`config.mk`:
```
export PLATFORM = sky130hd
export DESIGN_NAME = ibuf_prefetch_ctrl
export DESIGN_NICKNAME = d
export VERILOG_FILES = /design/src/rtl/ibuf_prefetch_ctrl.sv
export SDC_FILE = /design/constraint.sdc
export NUM_CORES = 1
export LEC_CHECK = 0
export BUFFER_PORTS_ARGS = -buffer_cell sky130_fd_sc_hd__buf_2
export CAP_MARGIN = 40
export CORE_UTILIZATION = 54
export CTS_BUF_LIST = sky130_fd_sc_hd__clkbuf_8
export DETAILED_ROUTE_END_ITERATION = 6
export PLACE_DENSITY = 0.85
export SETUP_SLACK_MARGIN = 0.5
export SYNTH_ARGS = -nofsm -noshare
export SYNTH_HDL_FRONTEND = slang
export SYNTH_SLANG_ARGS = --single-unit
```
`constraint.sdc`:
```
create_clock -name clk -period 4.85 [get_ports clk]
set_input_delay 0 -clock clk [delete_from_list [all_inputs] [get_ports clk]]
set_output_delay 0 -clock clk [all_outputs]
set_load 0.02 [all_outputs]
```
`src/rtl/ibuf_prefetch_ctrl.sv`:
```
// ibuf_prefetch_ctrl
//   Prefetch queue controller for the 16x16-bit instruction buffer RAM. It fetches
//   16-bit code words from the memory bus into a 16-word ring, and tracks a
//   byte-granular read pointer for the decoder. It also drives the buffer's
//   pair-select read address. A flush discards the queue and restarts fetching at
//   a new, possibly byte-odd, physical address.
//
// Ports
//   clk          in   system clock, rising edge
//   reset        in   synchronous active-high reset
//   flush        in   discard queue, restart fetch at flush_addr
//   flush_addr   in   new physical fetch address (may be odd)
//   mem_req      out  fetch request, held until mem_ack
//   mem_addr     out  word-aligned fetch address
//   mem_ack      in   one-cycle acknowledge, mem_data valid
//   mem_data     in   fetched code word (little-endian)
//   ibuf_data    out  buffer write data
//   ibuf_waddr   out  buffer write word index
//   ibuf_we      out  buffer write enable
//   ibuf_raddr   out  buffer read pair index (4-byte window)
//   byte_offset  out  first valid byte of the current buffer q window
//   avail_bytes  out  bytes readable by the decoder, 0..32
//   consume      in   bytes retired this cycle, 0..4
module ibuf_prefetch_ctrl #(
  parameter int unsigned ADDR_W      = 20,
  parameter int unsigned QWORDS_LOG2 = 4
) (
  input  logic                   clk,
  input  logic                   reset,
  input  logic                   flush,
  input  logic [ADDR_W-1:0]      flush_addr,
  output logic                   mem_req,
  output logic [ADDR_W-1:0]      mem_addr,
  input  logic                   mem_ack,
  input  logic [15:0]            mem_data,
  output logic [15:0]            ibuf_data,
  output logic [QWORDS_LOG2-1:0] ibuf_waddr,
  output logic                   ibuf_we,
  output logic [QWORDS_LOG2-2:0] ibuf_raddr,
  output logic [1:0]             byte_offset,
  output logic [QWORDS_LOG2+1:0] avail_bytes,
  input  logic [2:0]             consume
);

  // Word pointer and byte pointer, each carrying one extra wrap bit.
  localparam int unsigned WpW = QWORDS_LOG2 + 1;
  localparam int unsigned RpW = QWORDS_LOG2 + 2;

  typedef enum logic [1:0] {StIdle, StFetch, StDiscard} state_e;

  state_e r_state, w_state_next;

  logic [WpW-1:0]    r_wr_ptr, w_wr_ptr_next;
  logic [WpW-1:0]    r_wr_ptr_d, w_wr_ptr_d_next;
  logic [RpW-1:0]    r_rd_ptr, w_rd_ptr_next;
  logic [RpW-1:0]    r_avail, w_avail_next, w_avail_diff;
  logic [ADDR_W-1:0] r_fetch_addr, w_fetch_addr_next;
  logic [ADDR_W-1:0] r_req_addr, w_req_addr_next;

  logic [WpW-1:0] w_used_words;
  logic           w_full;
  logic           w_ack_write;
  logic [RpW-1:0] w_consume_ext;
  logic [RpW-1:0] w_take;

  assign w_used_words  = r_wr_ptr - r_rd_ptr[RpW-1:1];
  assign w_full        = (w_used_words == {1'b1, {QWORDS_LOG2{1'b0}}});
  // A flush or reset in the ack cycle drops the returned word.
  assign w_ack_write   = (r_state == StFetch) && mem_ack && !flush && !reset;
  assign w_consume_ext = {{(RpW-3){1'b0}}, consume};
  assign w_take        = (w_consume_ext > r_avail) ? r_avail : w_consume_ext;

  // ---------------------------------------------------------------------------
  // FSM: state register
  // ---------------------------------------------------------------------------
  always_ff @(posedge clk) begin
    if (reset) begin
      r_state <= StIdle;
    end else begin
      r_state <= w_state_next;
    end
  end

  // ---------------------------------------------------------------------------
  // FSM: next state
  // ---------------------------------------------------------------------------
  always_comb begin
    w_state_next = r_state;
    case (r_state)
      StIdle: begin
        if (!flush && !w_full) w_state_next = StFetch;
      end
      StFetch: begin
        // The bus transaction cannot be aborted; a flush without ack waits it out.
        if (mem_ack)    w_state_next = StIdle;
        else if (flush) w_state_next = StDiscard;
      end
      StDiscard: begin
        if (mem_ack) w_state_next = StIdle;
      end
      default: w_state_next = StIdle;
    endcase
  end

  // ---------------------------------------------------------------------------
  // FSM: outputs
  // ---------------------------------------------------------------------------
  always_comb begin
    mem_req     = (r_state != StIdle);
    mem_addr    = r_req_addr;
    ibuf_we     = w_ack_write;
    ibuf_waddr  = r_wr_ptr[QWORDS_LOG2-1:0];
    ibuf_data   = mem_data;
    // The buffer samples the pointer it will hold after this edge, so q and
    // byte_offset describe the same pointer in the following cycle.
    ibuf_raddr  = w_rd_ptr_next[RpW-2:2];
    byte_offset = r_rd_ptr[1:0];
    avail_bytes = r_avail;
  end

  // ---------------------------------------------------------------------------
  // Pointer / address datapath
  // ---------------------------------------------------------------------------
  always_comb begin
    w_wr_ptr_next     = r_wr_ptr;
    w_rd_ptr_next     = r_rd_ptr + w_take;
    w_fetch_addr_next = r_fetch_addr;
    w_req_addr_next   = r_req_addr;
    w_wr_ptr_d_next   = r_wr_ptr;

    if (r_state == StIdle && w_state_next == StFetch) begin
      w_req_addr_next = r_fetch_addr;
    end

    if (w_ack_write) begin
      w_wr_ptr_next     = r_wr_ptr + {{(WpW-1){1'b0}}, 1'b1};
      w_fetch_addr_next = r_fetch_addr + {{(ADDR_W-2){1'b0}}, 2'd2};
    end

    if (flush) begin
      w_wr_ptr_next     = '0;
      w_wr_ptr_d_next   = '0;
      w_rd_ptr_next     = {{(RpW-1){1'b0}}, flush_addr[0]};
      w_fetch_addr_next = {flush_addr[ADDR_W-1:1], 1'b0};
    end

    if (reset) begin
      w_wr_ptr_next     = '0;
      w_wr_ptr_d_next   = '0;
      w_rd_ptr_next     = '0;
      w_fetch_addr_next = '0;
      w_req_addr_next   = '0;
    end

    // Counting only words the buffer can already return. After an odd flush the
    // read pointer sits one byte ahead of the empty queue; that transient
    // "negative" difference reads as zero.
    w_avail_diff = {w_wr_ptr_d_next, 1'b0} - w_rd_ptr_next;
    if (flush || reset || (w_avail_diff > {1'b1, {(RpW-1){1'b0}}})) begin
      w_avail_next = '0;
    end else begin
      w_avail_next = w_avail_diff;
    end
  end

  always_ff @(posedge clk) begin
    if (reset) begin
      r_wr_ptr     <= '0;
      r_wr_ptr_d   <= '0;
      r_rd_ptr     <= '0;
      r_avail      <= '0;
      r_fetch_addr <= '0;
      r_req_addr   <= '0;
    end else begin
      r_wr_ptr     <= w_wr_ptr_next;
      r_wr_ptr_d   <= w_wr_ptr_d_next;
      r_rd_ptr     <= w_rd_ptr_next;
      r_avail      <= w_avail_next;
      r_fetch_addr <= w_fetch_addr_next;
      r_req_addr   <= w_req_addr_next;
    end
  end

endmodule

```
==> qor.csv <==
stage,metric,value,unit
outcome,status,finished clean,
floorplan,I/O pin total,96,
clock_network,Clock Root Buffer,clkbuf_8,
clock_network,Clock Latency Late Sink,350,ps
yosys,sequential area share after synthesis,35.1,%
drt,Post-DRT Antenna Nets,0,
timing,Worst slew margin,51.0,%
clock_network,Worst-path clk slew,70,ps
pwr,clock share of power,40.4,%
place,I/O Buffers,62,
floorplan,Die Ht,79.6,um
drt,drt wl/cell,14.2,um
setup_path,crit path launch type,flop,
pwr,Internal,0.942,mW
timing,Hold Slack,0.00684,ps
drt,DR pass1 iterations,4,
timing,Layout Skew,7.98,ps
drt,vias per std cell,5.33,
setup_path,Worst Path Max Fanout,6,
pwr,VDD IR max,0.226,mV
final_layout,diodes inserted,0,
yosys,YS warnings,0,
min_path,hold endpoint,ibuf_data[7],
final_layout,non-filler instance count after layout,495,
pwr,sequential power share,39.4,%
pwr,Pwr Density,343,mW/mm^2
yosys,dominant synthesized flop cell,dfxtp_1,
timing,setup TNS,0,ps
setup_path,worst r2r src,avail_bytes[1]$_SDFF_PP0_,
drt,post-route DRC violation count,0,
final_layout,nets,482,
setup_path,worst r2r dst,avail_bytes[5]$_SDFF_PP0_,
timing,final-report hold violation count,0,
yosys,syn avg cell area,8.97,um^2
yosys,"FFs w/ async S/R, synth",0,%
yosys,Synth Register Bits,57,
setup_path,CP Capture Type,flop,
clock_network,Num CTS Buffers,9,
setup_path,WP data arrival,4310,ps
setup_path,kind of critical path,flop to flop,
drt,Starting DRT DRC Count,134,
drt,final wirelength,7.05,mm
clock_network,htree depth,3,
drt,Vias,2640,
floorplan,die area,0.00633,mm^2
yosys,dominant cell type by area after synthesis,dfxtp_1,
place,DP HPWL,4.66,mm
setup_path,CP required,5110,ps
min_path,worst hold-check path type,input port to output pin,
yosys,most frequent cell after synthesis,dfxtp_1,
yosys,number of distinct library cells after synthesis,46,
grt,gr usage total,24.1,%
grt,"Remaining Overflow, GRT",0,
min_path,hold wc startpoint,mem_data[7],
yosys,main area contributors after synthesis,"dfxtp_1 (35%), mux2i_1 (8.3%), ha_1 (7.3%)",
timing,Peak Freq,247,MHz
timing,"Worst Setup Slack, final",806,ps
final_layout,area grow syn2layout,17.8,%
yosys,Mapped Cells,362,
min_path,hold depth,0,
final_layout,fin util,67.8,%
grt,vias in the first global route,2496,
run,max cap viols,0,
yosys,Synth Cell Area,0.00325,mm^2
timing,RSZ-0062 raised after global routing,false,
pwr,Psw,0.370,mW
setup_path,Worst Reg-to-Reg Cells,17,
clock_network,Post-CTS Setup Repair Bufs,0,
timing,Tcrit/Tclk final,83.4,%
final_layout,Fill cells,441,
clock_network,clk buf depth,2,
floorplan,Die X-Extent,79.6,um
place,RD Place Congestion,0.808,
pwr,combinational share of power,20.2,%
yosys,Yosys top cell area share,35.1,%
yosys,Post-synth EDFFs,0,
timing,Worst-Margin Slew,735,ps
final_layout,ratio of cells with drive above 1 in the final layout,21.7,%
yosys,Synth top cells by count,"dfxtp_1 (57), nor2_1 (55), buf_4 (28)",
clock_network,TritonCTS clock tree,built,
pwr,Net Sw Frac,28.2,%
grt,largest net degree at the start of global routing,43,
floorplan,Site Rows,27,
pwr,static leakage,1.76,nW
place,placed cells,459,
timing,post-route minimum period,4040,ps
grt,global-route wire length before repair,11.4,mm
grt,initial antenna violation count,0,
floorplan,Initial Utilization,57.6,%
setup_path,R2R Setup Slk,810,ps
timing,Final setup viols,0,
floorplan,core area,0.00564,mm^2
place,Place WS,730,ps
clock_network,CTS sink cnt,57,
timing,Slew Limit Fails,0,
-- area by class of cell --
type / count / area (um^2) / area share, %
well taps: 72 / 90.1 / 2.35
flip-flops and latches: 57 / 1140 / 29.8
clock buffers: 12 / 165 / 4.32
multi-input cells: 251 / 1780 / 46.5
inverters: 16 / 60.1 / 1.57
clock inverters: 4 / 73.8 / 1.93
repair buffers: 83 / 518 / 13.5
-- placed cells by master, fill, tap and decap left out, drive strengths merged, types with 2 or more instances in the layout --
cell,synthesis,layout
a211oi,6,6
a21o,4,4
a21oi,14,14
and2,4,4
and3,4,4
and3b,2,2
and4,3,3
buf,33,63
bufinv,0,2
clkbuf,7,12
clkinv,0,2
conb,1,3
dfxtp,57,57
dlygate4sd3,0,20
fa,2,2
ha,19,19
inv,16,16
mux2,3,3
mux2i,27,27
nand2,17,17
nand3,5,5
nand3b,2,2
nand4,9,9
nor2,56,56
nor2b,7,7
nor3,7,7
nor3b,2,2
o21a,4,4
o21ai,10,10
or2,2,2
or3,2,2
xnor2,13,13
xor2,19,19
-- metal layers --
metal	part of all wire, %	track usage [%]	vias up
met4	4.0	12.9	0
met2	49	40.4	98
li1	-	-	1300
met1	41	27.1	1215
met3	6.4	7.43	27
met5	0	0	-
-- power by group through the flow --
stage | Clock (mW) | Combinational [mW] | Sequential, mW
2_1_floorplan | 0 | 0.207 | 0.535
3_3_place_gp | 0 | 0.236 | 0.526
3_5_place_dp | 0 | 0.247 | 0.527
4_1_cts | 0.536 | 0.261 | 0.517
5_1_grt | 0.567 | 0.290 | 0.521
6_report | 0.530 | 0.264 | 0.517
-- registers in the layout (all words and copies together) (netlist names) --
register      flops
r_wr_ptr          5
r_fetch_addr     19
r_state           2
avail_bytes       6
r_rd_ptr          6
mem_addr         19
-- repair_timing --
action                                 in CTS  in global routing
hold buffers                               20                  0
endpoints found under the hold margin      20                  0
setup endpoints to repair                   0                  6
resized for setup                           0                  1
-- worst max-delay path by stage --
| stage | startpoint | endpoint | slack (ps) | depth (start not counted) |
|---|---|---|---|---|
| 6_report | avail_bytes[1]$_SDFF_PP0_ | avail_bytes[5]$_SDFF_PP0_ | 810 | 17 |
| 5_1_grt | avail_bytes[1]$_SDFF_PP0_ | avail_bytes[5]$_SDFF_PP0_ | 570 | 18 |
| 4_1_cts | avail_bytes[1]$_SDFF_PP0_ | avail_bytes[5]$_SDFF_PP0_ | 690 | 17 |
| 3_5_place_dp | avail_bytes[1]$_SDFF_PP0_ | avail_bytes[5]$_SDFF_PP0_ | 730 | 17 |
| 3_3_place_gp | avail_bytes[1]$_SDFF_PP0_ | avail_bytes[5]$_SDFF_PP0_ | 1020 | 17 |
| 2_1_floorplan | avail_bytes[1]$_SDFF_PP0_ | avail_bytes[5]$_SDFF_PP0_ | 990 | 17 |
-- worst max-delay path: stages, from the launching register on --
cell      delay, ps
dfxtp_1         350
inv_1            60
ha_1            310
a21o_1          120
a21oi_1          70
a311oi_2        320
mux2_2          420
fa_1            430
a21o_1          170
a21oi_1         180
xor2_1          230
nor2_1           70
inv_1            80
ha_1            260
a21oi_1         160
o21ai_1          90
xnor2_1         390
nor3b_1         250
-- cell families after synthesis --
logic type / synth area share [%]
buffers and inverters: 10.8
multiplexers: 9.36
XOR/XNOR: 8.86
adder cells (fa/ha/maj): 8.55
flip-flops: 35.1
AND/OR/NAND/NOR: 18.4
AO/OA/AOI/OAI: 8.82
other: 0.115
-- metrics by stage --
stage               power (mW)  area (um^2)
floorplan                0.741         3260
finish                    1.31         3830
global placement         0.762         3380
detailed placement       0.774         3380
global route              1.38         3830
CTS                       1.31         3820
(Power assumes the default switching activity.)
